===== src/rtl/nbcac_8di_decoder_seq.sv =====
// ---------------------------------------------------------------------------
// nbcac_8di_decoder_seq
//
// Receive-side decoder for the 8-bit-data, 11-wire NBCAC codeword. It accepts
// one codeword per valid/ready transaction. It then rebuilds the data value by
// accumulating one weighted codeword bit per cycle. It reports codewords whose
// weighted sum does not fit in DATA_W bits.
//
// Ports
//   clk        in   rising-edge clock
//   rst        in   synchronous, active-high reset
//   cw_in      in   codeword, bit k-1 carries d[k] (k = 1..11)
//   cw_valid   in   codeword present
//   cw_ready   out  decoder can accept a codeword (IDLE only)
//   data_out   out  decoded data, held while data_valid && !data_ready
//   data_err   out  weighted sum exceeded 255, qualified by data_valid
//   data_valid out  result present
//   data_ready in   consumer accepts the result
//
// Latency: the accept edge is E0, and data_valid rises after E11. The DONE
// cycle cannot also accept a codeword, so the decoder takes at most one
// codeword every 13 cycles.
// ---------------------------------------------------------------------------
module nbcac_8di_decoder_seq #(
  parameter int CW_W       = 11,
  parameter int DATA_W     = 8,
  parameter int SAT_ON_ERR = 1
) (
  input  logic              clk,
  input  logic              rst,
  input  logic [CW_W-1:0]   cw_in,
  input  logic              cw_valid,
  output logic              cw_ready,
  output logic [DATA_W-1:0] data_out,
  output logic              data_err,
  output logic              data_valid,
  input  logic              data_ready
);

  // One extra bit holds the worst-case sum (287), so the accumulator never wraps.
  localparam int ACC_W = DATA_W + 1;
  localparam int IDX_W = 4;
  localparam logic [IDX_W-1:0] LAST_IDX = IDX_W'(CW_W);
  localparam logic [ACC_W-1:0] DATA_MAX = {1'b0, {DATA_W{1'b1}}};

  typedef enum logic [1:0] {
    S_IDLE = 2'd0,
    S_ACC  = 2'd1,
    S_DONE = 2'd2
  } state_t;

  state_t             state_q, state_d;
  logic [CW_W-1:0]    cw_q;
  logic [ACC_W-1:0]   acc_q;
  logic [IDX_W-1:0]   idx_q;
  logic [DATA_W-1:0]  dout_q;
  logic               derr_q;
  logic               dvld_q;

  logic [CW_W-1:0]    cw_shift;
  logic               cur_bit;
  logic [ACC_W-1:0]   acc_nxt;
  logic               accept;
  logic               last;

  // Weight of codeword position k (1-based). Positions outside 1..11 add nothing.
  function automatic logic [ACC_W-1:0] weight(input logic [IDX_W-1:0] k);
    case (k)
      4'd1:    weight = ACC_W'(1);
      4'd2:    weight = ACC_W'(110);
      4'd3:    weight = ACC_W'(68);
      4'd4:    weight = ACC_W'(42);
      4'd5:    weight = ACC_W'(26);
      4'd6:    weight = ACC_W'(16);
      4'd7:    weight = ACC_W'(10);
      4'd8:    weight = ACC_W'(6);
      4'd9:    weight = ACC_W'(4);
      4'd10:   weight = ACC_W'(2);
      4'd11:   weight = ACC_W'(2);
      default: weight = '0;
    endcase
  endfunction

  // On overflow: clamp to all ones when saturating, otherwise keep the low bits.
  function automatic logic [DATA_W-1:0] fmt_out(input logic [ACC_W-1:0] s);
    if ((s > DATA_MAX) && (SAT_ON_ERR != 0))
      fmt_out = {DATA_W{1'b1}};
    else
      fmt_out = s[DATA_W-1:0];
  endfunction

  // Select cw_q[idx_q-1] with a shift, so the index never goes out of range.
  assign cw_shift = cw_q >> (idx_q - 4'd1);
  assign cur_bit  = cw_shift[0];
  assign acc_nxt  = acc_q + (cur_bit ? weight(idx_q) : '0);
  assign accept   = (state_q == S_IDLE) && cw_valid;
  assign last     = (state_q == S_ACC) && (idx_q == LAST_IDX);

  // ---- state register ----
  always_ff @(posedge clk) begin
    if (rst) state_q <= S_IDLE;
    else     state_q <= state_d;
  end

  // ---- next-state logic ----
  always_comb begin
    state_d = state_q;
    case (state_q)
      S_IDLE:  if (cw_valid)              state_d = S_ACC;
      S_ACC:   if (idx_q == LAST_IDX)     state_d = S_DONE;
      S_DONE:  if (data_ready)            state_d = S_IDLE;
      default:                            state_d = S_IDLE;
    endcase
  end

  // ---- output logic ----
  always_comb begin
    cw_ready   = (state_q == S_IDLE);
    data_valid = dvld_q;
    data_out   = dout_q;
    data_err   = derr_q;
  end

  // ---- datapath: capture, accumulate, publish ----
  always_ff @(posedge clk) begin
    if (rst) begin
      cw_q   <= '0;
      acc_q  <= '0;
      idx_q  <= '0;
      dout_q <= '0;
      derr_q <= 1'b0;
      dvld_q <= 1'b0;
    end else begin
      if (accept) begin
        cw_q  <= cw_in;
        acc_q <= '0;
        idx_q <= 4'd1;
      end else if (state_q == S_ACC) begin
        acc_q <= acc_nxt;
        idx_q <= idx_q + 4'd1;
      end
      // The final sum is published on the same edge that adds the last bit.
      if (last) begin
        dout_q <= fmt_out(acc_nxt);
        derr_q <= (acc_nxt > DATA_MAX);
        dvld_q <= 1'b1;
      end else if ((state_q == S_DONE) && data_ready) begin
        dvld_q <= 1'b0;
      end
    end
  end

endmodule


===== config.mk =====
export PLATFORM = sky130hd
export DESIGN_NAME = nbcac_8di_decoder_seq
export DESIGN_NICKNAME = d
export VERILOG_FILES = /design/src/rtl/nbcac_8di_decoder_seq.sv
export SDC_FILE = /design/constraint.sdc
export NUM_CORES = 1
export LEC_CHECK = 0
export CORE_MARGIN = 4
export CORE_UTILIZATION = 42
export DETAILED_ROUTE_END_ITERATION = 16
export GPL_ROUTABILITY_DRIVEN = 0
export GPL_TIMING_DRIVEN = 0
export PLACE_DENSITY_LB_ADDON = 0.2
export SLEW_MARGIN = 20
export SYNTH_ARGS = -nofsm -noshare
export SYNTH_HDL_FRONTEND = slang
export SYNTH_SLANG_ARGS = --single-unit

===== constraint.sdc =====
create_clock -name clk -period 11 [get_ports clk]
set_clock_uncertainty 0.05 [all_clocks]
set_input_delay 3.3 -clock clk [delete_from_list [all_inputs] [get_ports clk]]
set_output_delay 3.3 -clock clk [all_outputs]
set_load 0.005 [all_outputs]

# Word-level counts from Yosys, hierarchy flattened

Memory sizes are Yosys's and may differ from the RTL's.
Cells that the tools add are included.

Word-level logic and storage cells: 38
Bits in registers: 36
Output and inout port bits: 11
Bits in read-only memories: 112
Input port bits: 15
Memories: 1

Equal/unequal tests: 6
Reduce and logical (&&, ||, !) cells: 8
Order comparisons: 1
Add/subtract/negate cells: 3
Shift-type cells: 1
Muxes and demuxes: 10

Memory list:

| name             | depth | width | read ports | clocked after memory_dff | write ports | RTL line | text |
|---|---|---|---|---|---|---|---|
| (name not given) | 16    | 7     | 1          | 0                        | 0           | 68       | `case (k)` |

Operators with widths:

| kind                                                                             | count |
|---|---|
| 11-bit by 4-bit >> shifter with 1-bit output                                     | 1 |
| 9-bit adder                                                                      | 1 |
| 9-bit by 8-bit greater-than comparator with 1-bit output (second input constant) | 1 |
| 9-bit two-way mux                                                                | 1 |
| 8-bit two-way mux                                                                | 1 |
| 2-bit two-way mux                                                                | 3 |
| 2-bit inequality test (second input constant)                                    | 3 |
| 2-bit case mux with 3 select lines                                               | 1 |
| 4-bit by 1-bit adder with 4-bit output (second input constant)                   | 1 |
| 4-bit equality test (second input constant)                                      | 1 |
| 1-bit two-way mux                                                                | 4 |
| 2-bit nonzero test                                                               | 2 |
| 4-bit by 1-bit subtractor with 4-bit output (second input constant)              | 1 |
| 1-bit logical AND                                                                | 3 |
| 3-bit AND reduction                                                              | 1 |
| 2-bit by 1-bit equality test with 1-bit output (second input constant)           | 1 |
| 2-bit equality test (second input constant)                                      | 1 |
| 2-bit logical NOT                                                                | 1 |
| 2-bit OR reduction                                                               | 1 |

# Logic depth before layout (Yosys ltp)

Gate-level depths: netlist of run 1.

Word-level depth: 6
Gate-level depth with buffers: 15
Depth with buffers taken out: 14

# Worst setup path before layout of run 1

OpenSTA, ideal clock, no wires.

Path type: input to register
Start: input rst
End: register acc_q[6]
Path slack: 6.735 ns
Buffers on the path: 2
Data arrival time: 4.084 ns
Stages on the path: 4
Required time: 10.819 ns
Setup time: 0.131 ns
Cells stage by stage: clkbuf_1 nand2b_1 clkbuf_1 o31ai_1

Cells in the longest elaborated chain, start to end: 1

Ends and longest elaborated chain:

| item                                | RTL line | text |
|---|---|---|
| start, declared                     | 30       | `input logic rst,` |
| 2-bit OR reduction (no source line) | n/a      |  |
| end signal, assigned                | 139      | `acc_q <= acc_nxt;` |
| end, declared                       | 54       | `logic [ACC_W-1:0] acc_q;` |

No other way between the ends.
A chain may end at the register's enable or synchronous reset.

# Worst setup path after layout of run 1

Start: register state_q[0]
End: output cw_ready

Cells in the longest elaborated chain, start to end: 1

Ends and longest elaborated chain:

| item                   | RTL line | text |
|---|---|---|
| start, declared        | 52       | `state_t state_q, state_d;` |
| start signal, assigned | 102      | `else state_q <= state_d;` |
| 2-bit logical NOT      | 118      | `cw_ready = (state_q == S_IDLE);` |
| end, declared          | 33       | `output logic cw_ready,` |

No other way between the ends.

==> results of run 1 <==
-- cell usage after synthesis, types with 2 or more instances --
| cell type | n |
|---|---|
| nand2b_1 | 2 |
| ha_1 | 14 |
| a2111o_1 | 2 |
| and2_1 | 3 |
| nor2b_1 | 2 |
| xor2_1 | 6 |
| buf_4 | 2 |
| o31ai_1 | 2 |
| o211ai_1 | 2 |
| dfxtp_1 | 36 |
| xnor2_1 | 4 |
| buf_2 | 2 |
| nand4_1 | 2 |
| nand3_1 | 3 |
| a21oi_1 | 29 |
| a211oi_1 | 6 |
| o21ai_0 | 7 |
| nor3_1 | 8 |
| a21o_1 | 2 |
| nor3b_1 | 2 |
| nor2_1 | 25 |
| inv_1 | 2 |
| nand2_1 | 41 |
| clkbuf_1 | 9 |
| o31a_1 | 2 |
| mux4_1 | 2 |
-- cell families (layout without fill, tap and decap cells) --
group | after synthesis | after routing | share of synthesized area, %
muxes | 4 | 4 | 3.69
adders and majority gates | 15 | 15 | 9.75
buffers and inverters | 16 | 47 | 3.87
AOI/OAI and AO/OA | 59 | 59 | 19.1
DFF | 36 | 36 | 36.0
and+or+nand+nor | 98 | 98 | 23.2
xor gates and xnor gates | 10 | 10 | 4.37
-- cells in the final DEF, fill, tap and decap left out, types with 2 or more instances in the layout --
cell             instances
nand2_1                 41
dfxtp_1                 36
a21oi_1                 29
nor2_1                  25
clkdlybuf4s50_1         24
ha_1                    14
clkbuf_1                10
nor3_1                   8
o21ai_0                  7
xor2_1                   6
a211oi_1                 6
clkbuf_8                 5
xnor2_1                  4
and2_1                   3
nand3_1                  3
inv_1                    2
buf_2                    2
buf_4                    2
o31a_1                   2
mux4_1                   2
nor2b_1                  2
o31ai_1                  2
nand4_1                  2
a21o_1                   2
o211ai_1                 2
nand2b_1                 2
a2111o_1                 2
nor3b_1                  2
-- worst min-delay path, delay by kind of cell, from the launching register on --
kind / cells / cell delay [ns]
flip-flops: 1 / 0.31
AO/OA/AOI/OAI: 1 / 0.05
AND/OR/NAND/NOR: 1 / 0.05
-- registers in the layout, summed over array words and instances, names as in the netlist --
| register | flops |
|---|---|
| acc_q | 9 |
| cw_q | 11 |
| data_err | 1 |
| data_out | 8 |
| data_valid | 1 |
| idx_q | 4 |
| state_q | 2 |
-- layer usage --
layer  GRT usage (%)  share of wire (%)  wire length [um]
met3            2.93                2.2               100
met4            6.41                1.5                67
met2            27.2                 46              2090
met5               0                  0                 0
met1            21.4                 50              2290
-- layout make-up --
type,instances,area [um2],share of cell area [%]
buffer,14,70.1,2.94
multi-input combinational,186,1200,50.5
timing repair buffer,24,240,10.1
clock buffer,6,72.6,3.04
tap,52,65.1,2.73
inverter,2,7.51,0.315
sequential,36,721,30.2
clock inverter,1,5.00,0.210
-- worst paths after layout --
kind,start,end,slack [ns],depth (start not counted)
worst max-delay path,state_q[0]$_SDFFE_PP0P_,cw_ready,6.28,2
worst min-delay path,cw_q[0]$_SDFFE_PP0P_,cw_q[0]$_SDFFE_PP0P_,0.40,2
worst max register to register,idx_q[0]$_SDFFE_PP0P_,data_out[6]$_SDFFE_PP0P_,6.69,15
worst min register to register,cw_q[0]$_SDFFE_PP0P_,cw_q[0]$_SDFFE_PP0P_,0.40,2
-- report_power, final --
group,switching [W],internal (W)
Sequential,0.00000268,0.000134
Combinational,0.0000187,0.0000161
Clock,0.0000470,0.0000431
Total,0.0000684,0.000193
-- per-stage QoR --
stage,hold slack [ns],std cells
6_report,0.403,321
3_3_place_gp,0.390,314
3_5_place_dp,0.396,314
2_1_floorplan,0.382,238
5_1_grt,0.425,321
4_1_cts,0.407,321
==> impl_results.md, run 1 <==
* Status: finished, final reports clean
* Layout cells sized above 1 at 6.69%
* Time the worst path needs with I/O delays and setup at 4.72 ns
* Tot GR Track Use at 16.5%
* CTS tree: yes
* Dpl ws at 6.21 ns
* Pleak at 0.911 nW
* Worst path arrival time at 1.37 ns
* Initial core utilization at 44.7%
* Final Hold Viols at 0
* Cell area after synthesis at 2000 um2
* Sequential element share of the synthesized area at 36.0%
* Die Ht at 77.0 um
* Setup Total Neg Slack at 0 ns
* CP cell instances: nor2_1 -> clkdlybuf4s50_1
* Pre-Repair DR Iteration Count at 4
* Crit path buf inv count at 1
* Synth cell types at 47
* CTS H-tree lvls at 2
* Worst path required time at 7.65 ns
* Number of global-route vias before repair at 1767
* RSZ-0062 raised after global routing: false
* Least-Margin Pin Slew at 0.489 ns
* Largest fanout on the critical path at 7
* Synth top area share at 36.0%
* Post-synth EDFFs at 0
* Root Driver: clkbuf_8
* Dpl hpwl at 3380 um
* Worst vdd ir at 75.0 uV
* Placed Area at 2310 um2
* Slew HR at 66.9%
* Avg Vias per Cell at 5.44
* Top cell family by delay on the critical path: buffers and inverters
* Setup Buffers After CTS at 0
* Worst-Skew Late Latency at 0.29 ns
* WS Path Type: reg -> out
* Util after Layout at 53.3%
* Peak Freq at 0.212 GHz
* Port Buffers at 24
* Total number of yosys warnings at 0
* Initial drt markers at 68
* Period utilisation layout at 42.9%
* Slew Viols, Final at 0
* Die width at 77.0 um
* Initial antenna violation count at 0
* Num rows at 24
* Ant. Diodes at 0
* Syn Inst Count at 238
* Drt drc at 0
* Routed wire length at 4550 um
* Clk buf depth at 2
* Final instance area at 2380 um2
* GRT overflow at 0
* ANT nets after route at 0
* Final setup viols at 0
* Cts hold-fix bufs at 0
* Clock sink count at 36
* Startpoint Class: flop
* Core area at 4470 um2
* Nets at 299
* Critical Path End Type: output pin
* CTS Buf Count at 5
* First-pass GRT wire length at 7990 um
* Largest cells by area after synthesis: dfxtp_1 (36%), ha_1 (8.8%), nand2_1 (7.7%)
* DIE AREA at 5940 um2
* Pwr/cell area at 110 nW/um2
* Vias at 1745
* Ys async rst share at 0%
* Routed length per instance at 14.2 um
* Post-synthesis register bit count at 36
* Hold/Removal Path Class: reg -> reg
* Slowest cell on the critical path: clkdlybuf4s50_1
* Post-synth top area cell: dfxtp_1
* CP max stage delay at 0.53 ns
* Tot Pwr at 0.000261 W
* Largest net degree at the start of global routing at 11
* Avg Inst Size Synth at 8.41 um2
* Top-level I/O count at 26
* Cts repair resizes at 0
* Maximum Capacitance Violations at 0
* Fin worst setup slack at 6.28 ns
* Filler cells at 417
* Reg clk slew, reported paths at 0.07 ns
* Synth-to-Final Area Change at 19.1%
* Top FF cell, synth: dfxtp_1
* Syn Nets at 268
No activity file was read; power rests on OpenSTA's default activity.
==> run 2, diff against run 1 <==
Clock period 11 ns to 4.3 ns, I/O delays scaled along.
==> run 2 against run 1 <==
Against the previous run: hold slack hardly changed; cell area is 1.0% higher; die area did not move; non-clock buffer count grew 1; routed wire length is 1.3% higher; cell count rose by 0.31%; critical path depth rose by 13; largest cell class unchanged; sequential cell count unchanged; combinational power increased to 2.6 times the previous value; total power grew to 2.6 times the previous value; register-to-register slack lost 6.4 ns.
==> impl_results.md, run 2 (synthesis gave the netlist of run 1 again) <==
* Initial core utilization at 44.7%
* Least-Margin Pin Slew at 0.502 ns
* Pre-Repair DR Iteration Count at 4
* RSZ-0062 raised after global routing: false
* Peak Freq at 0.247 GHz
* Time the worst path needs with I/O delays and setup at 4.05 ns
* Worst path required time at 4.41 ns
* Routed length per instance at 14.3 um
* Initial antenna violation count at 0
* Clk buf depth at 2
* Port Buffers at 24
* Cts hold-fix bufs at 0
* WS Path Type: reg -> reg
* Biggest register: cw_q
* Nets at 300
* Filler cells at 415
* Register Area at 722 um2
* Most frequent cells in the layout: nand2_1 (40), dfxtp_1 (35), a21oi_1 (29), nor2_1 (25), clkdlybuf4s50_1 (24)
* Tot GR Track Use at 16.5%
* Largest net degree at the start of global routing at 11
* Die width at 77.0 um
* CTS Buf Count at 5
* Final setup viols at 0
* Routed wire length at 4610 um
* Slew HR at 66.5%
* Period utilisation layout at 94.1%
* Fin worst setup slack at 0.254 ns
* Number of global-route vias before repair at 1767
* Ant. Diodes at 0
* R2R Setup Slk at 0.25 ns
* Final Hold Viols at 0
* Layout cells sized above 1 at 8.89%
* Worst path arrival time at 4.15 ns
* Vias at 1750
* Clock sink count at 36
* Worst vdd ir at 193 uV
* Reg clk slew, reported paths at 0.07 ns
* Tot Pwr at 0.000670 W
* Maximum Capacitance Violations at 0
* ANT nets after route at 0
* Dpl hpwl at 3380 um
* Top-level I/O count at 26
* CTS tree: yes
* Max reg flops at 11
* GRT overflow at 0
* Status: finished, final reports clean
* Hold/Removal Path Class: reg -> reg
* Pleak at 0.914 nW
* Commonest non-fill, non-tap cell in the layout: nand2_1
* Avg Vias per Cell at 5.43
* Setup Total Neg Slack at 0 ns
* Pwr/cell area at 278 nW/um2
* Worst-Skew Late Latency at 0.29 ns
* First-pass GRT wire length at 7990 um
* Largest fanout on the critical path at 10
* Root Driver: clkbuf_8
* Drt drc at 0
* CTS H-tree lvls at 2
* Critical Path End Type: flop
* Slew Viols, Final at 0
* Core area at 4470 um2
* DIE AREA at 5940 um2
* Footprint of the multi-input gates at 1220 um2
* Dpl ws at 0.0168 ns
* Num rows at 24
* Initial drt markers at 72
* Startpoint Class: flop
* WHS at 0.403 ns
* Die Ht at 77.0 um
* Synth-to-Final Area Change at 20.4%
run 2: changes by cell type in the layout (fill, tap and decap cells not counted), sizes merged:
cell,delta
buf,+1
run 2: report_power, final:
group / leakage, nW / switching (W) / internal (W) / total [W]
combinational: 0.581 / 0.0000478 / 0.0000417 / 0.0000896
clock: 0.0410 / 0.000121 / 0.000110 / 0.000232
sequential: 0.293 / 0.00000683 / 0.000342 / 0.000349
total: 0.914 / 0.000176 / 0.000494 / 0.000670
run 2: final timing paths:
kind | endpoint | startpoint | cells after the start
worst max-delay path | data_out[5]$_SDFFE_PP0P_ | idx_q[0]$_SDFFE_PP0P_ | 15
worst min-delay path | cw_q[0]$_SDFFE_PP0P_ | cw_q[0]$_SDFFE_PP0P_ | 2
worst max register to register | data_out[5]$_SDFFE_PP0P_ | idx_q[0]$_SDFFE_PP0P_ | 15
worst min register to register | cw_q[0]$_SDFFE_PP0P_ | cw_q[0]$_SDFFE_PP0P_ | 2
run 2: layer usage:
| layer | share of wire, % | GRT usage (%) | up-vias | wire length, um |
|---|---|---|---|---|
| li1 | - | - | 901 | - |
| met1 | 50 | 21.4 | 824 | 2320 |
| met2 | 46 | 27.2 | 17 | 2120 |
| met3 | 1.9 | 2.93 | 8 | 87 |
| met4 | 1.6 | 6.41 | 0 | 74 |
| met5 | 0 | 0 | - | 0 |
run 2: cell type report:
class	count	area share, %
plain buffers	14	2.91
clock inverters	1	0.208
flip-flops and latches	36	30.0
multi-input cells	186	50.6
clock buffers	6	3.01
inverters	2	0.312
repair buffers	25	10.3
well taps	52	2.70
run 2: repair_timing:
action,4_1_cts,5_1_grt
setup buffers,0,1
endpoints found under the setup margin,0,9
resized for setup,0,5
run 2: critical path, cell delays in order (launching register included):
cell and delay, ns:
dfxtp_2 0.39, buf_4 0.20, inv_1 0.11, ha_2 0.41
mux4_1 0.29, nor3_1 0.16, o31a_1 0.23, or2_4 0.18
nor3b_2 0.05, ha_1 0.21, fa_1 0.44, a211oi_2 0.28
nor4b_2 0.11, or4b_4 0.53, a22oi_1 0.19, nor3_1 0.07
run 2: through the flow:
stage | util (%) | cells | instance area (um2)
global route | 53.9 | 322 | 2410
detailed placement | 51.6 | 314 | 2310
finish | 53.9 | 322 | 2410
floorplan | - | 238 | 2000
CTS | 53.3 | 321 | 2380
global placement | 51.6 | 314 | 2310
==> run 3, diff against run 2 <==
Settings changed: CORE_ASPECT_RATIO from default to 1.2.
==> run 3 against run 2 <==
Against the previous run: critical path depth did not move; die area barely moved; routed wire length fell by 2.2%; cell count rose by 2.2%; core utilization fell by 1.1 points; clock power rose by 3%; largest cell class unchanged.
==> impl_results.md, run 3 (synthesis gave the netlist of run 1 again) <==
* Status: finished, final reports clean
* Port Buffers at 24
* Initial core utilization at 43.6%
* ANT nets after route at 0
* Number of global-route vias before repair at 1718
* RSZ-0062 raised after global routing: false
* DIE AREA at 5940 um2
* Clock sink count at 36
* Largest net degree at the start of global routing at 12
* Slew Viols, Final at 0
* Worst path required time at 4.40 ns
* Dpl hpwl at 3400 um
* First-pass GRT wire length at 7560 um
* Root Driver: clkbuf_8
* Pre-Repair DR Iteration Count at 4
* Worst-Skew Late Latency at 0.29 ns
* Largest fanout on the critical path at 10
* Biggest register: cw_q
* Critical Path End Type: flop
* Peak Freq at 0.248 GHz
* Hold/Removal Path Class: reg -> reg
* Filler cells at 480
* Least-Margin Pin Slew at 0.505 ns
* Vias at 1778
* Worst hold endpoint: cw_q[5]$_SDFFE_PP0P_
* Maximum Capacitance Violations at 0
* Cts hold-fix bufs at 0
* Worst R2R Path Depth at 15
* CP cell instances: buf_4 -> inv_1 -> ha_2 -> mux4_1 -> nor3_1 -> o31a_1 -> or2_4 -> nor3b_2 -> ha_1 -> fa_1 -> a211oi_2 -> nor4b_2 -> or4b_4 -> nand2_1 -> a211oi_1
* Crit Reg-Reg Startpoint: idx_q[0]$_SDFFE_PP0P_
* Max reg flops at 11
* Routed wire length at 4500 um
* Slew HR at 66.4%
* CTS H-tree lvls at 2
* Num rows at 27
* Hold Crit Depth at 2
* Period utilisation layout at 93.9%
* CTS Buf Count at 5
* Crit path buf inv count at 2
* Avg Vias per Cell at 5.40
* CTS tree: yes
* GRT overflow at 0
* Worst r2r dst: data_out[4]$_SDFFE_PP0P_
* Nets at 300
* CP max stage delay at 0.53 ns
* Final setup viols at 0
* Initial drt markers at 54
* Final Hold Viols at 0
* Startpoint Class: flop
* Util after Layout at 52.7%
* Fin worst setup slack at 0.262 ns
* Worst path arrival time at 4.14 ns
* Tot GR Track Use at 15.5%
* Die width at 71.0 um
* Setup Total Neg Slack at 0 ns
* Time the worst path needs with I/O delays and setup at 4.04 ns
* Slowest cell on the critical path: or4b_4
* Synth-to-Final Area Change at 21.0%
* Pleak at 0.916 nW
* Most frequent cells in the layout: nand2_1 (41), dfxtp_1 (35), a21oi_1 (29), nor2_1 (25), clkdlybuf4s50_1 (24)
* Layout cells sized above 1 at 8.49%
* Core area at 4590 um2
* R2R Setup Slk at 0.26 ns
* Routed length per instance at 13.7 um
* Commonest non-fill, non-tap cell in the layout: nand2_1
* Dpl ws at 0.0630 ns
* Die Ht at 83.6 um
* Top-level I/O count at 26
* Ant. Diodes at 0
* Top cell family by delay on the critical path: simple AND/OR/NAND/NOR gates
* Pwr/cell area at 279 nW/um2
* Drt drc at 0
* Hold_sp: cw_q[5]$_SDFFE_PP0P_
* WS Path Type: reg -> reg
* Initial antenna violation count at 0
* Clk buf depth at 2
* Reg clk slew, reported paths at 0.08 ns
* Worst vdd ir at 264 uV
==> run 3: changes by cell type in the layout (fill, tap and decap cells not counted), sizes merged <==
cell	delta
clkbuf	+1
==> run 3: area by class of cell <==
class	count	area, um2	share of cell area [%]
plain buffers	14	70.1	2.89
clock buffers	7	76.3	3.15
clock inverters	1	8.76	0.362
inverters	2	7.51	0.310
multi-input cells	186	1220	50.3
flip-flops and latches	36	722	29.8
well taps	58	72.6	3.00
repair buffers	25	248	10.2
==> run 3: worst max path at each step <==
| stage | start | endpoint | slack, ns | cells past startpoint |
|---|---|---|---|---|
| floorplan | idx_q[0]$_SDFFE_PP0P_ | data_out[7]$_SDFFE_PP0P_ | 0.60 | 15 |
| global placement | idx_q[0]$_SDFFE_PP0P_ | data_out[7]$_SDFFE_PP0P_ | 0.07 | 15 |
| detailed placement | idx_q[0]$_SDFFE_PP0P_ | data_out[6]$_SDFFE_PP0P_ | 0.06 | 15 |
| CTS | idx_q[0]$_SDFFE_PP0P_ | data_out[7]$_SDFFE_PP0P_ | 0.05 | 15 |
| global route | idx_q[0]$_SDFFE_PP0P_ | data_out[4]$_SDFFE_PP0P_ | 0.02 | 15 |
| finish | idx_q[0]$_SDFFE_PP0P_ | data_out[4]$_SDFFE_PP0P_ | 0.26 | 15 |
==> run 3: routing by layer <==
| metal | global-route usage [%] | share of wire (%) |
|---|---|---|
| met5 | 0 | 0 |
| met1 | 19.5 | 48 |
| met3 | 3.49 | 2.8 |
| met4 | 4.10 | 0.91 |
| met2 | 26.2 | 48 |
==> run 3: tightest hold or removal path, cell delays in order (launching register included) <==
cell and delay [ns]:
dfxtp_1 0.31, nand2_1 0.05, a21oi_1 0.05
==> run 3: stage by stage <==
stage / area, um2 / total power [W] / instances / hold WS, ns
finish: 2420 / 0.000677 / 329 / 0.408
global route: 2420 / 0.000706 / 329 / 0.426
CTS: 2400 / 0.000680 / 328 / 0.408
detailed placement: 2310 / 0.000445 / 320 / 0.397
global placement: 2310 / 0.000444 / 320 / 0.389
floorplan: 2000 / 0.000414 / 238 / 0.382
==> run 3: what timing repair did <==
action,4_1_cts,5_1_grt
gates resized for setup,0,4
endpoints found under the setup margin,0,9
buffers inserted,0,1
==> run 3: where the power goes <==
part           switching (W)  internal (W)   total, W
Clock               0.000123      0.000116   0.000239
Sequential        0.00000669      0.000342   0.000349
Combinational      0.0000474     0.0000417  0.0000891
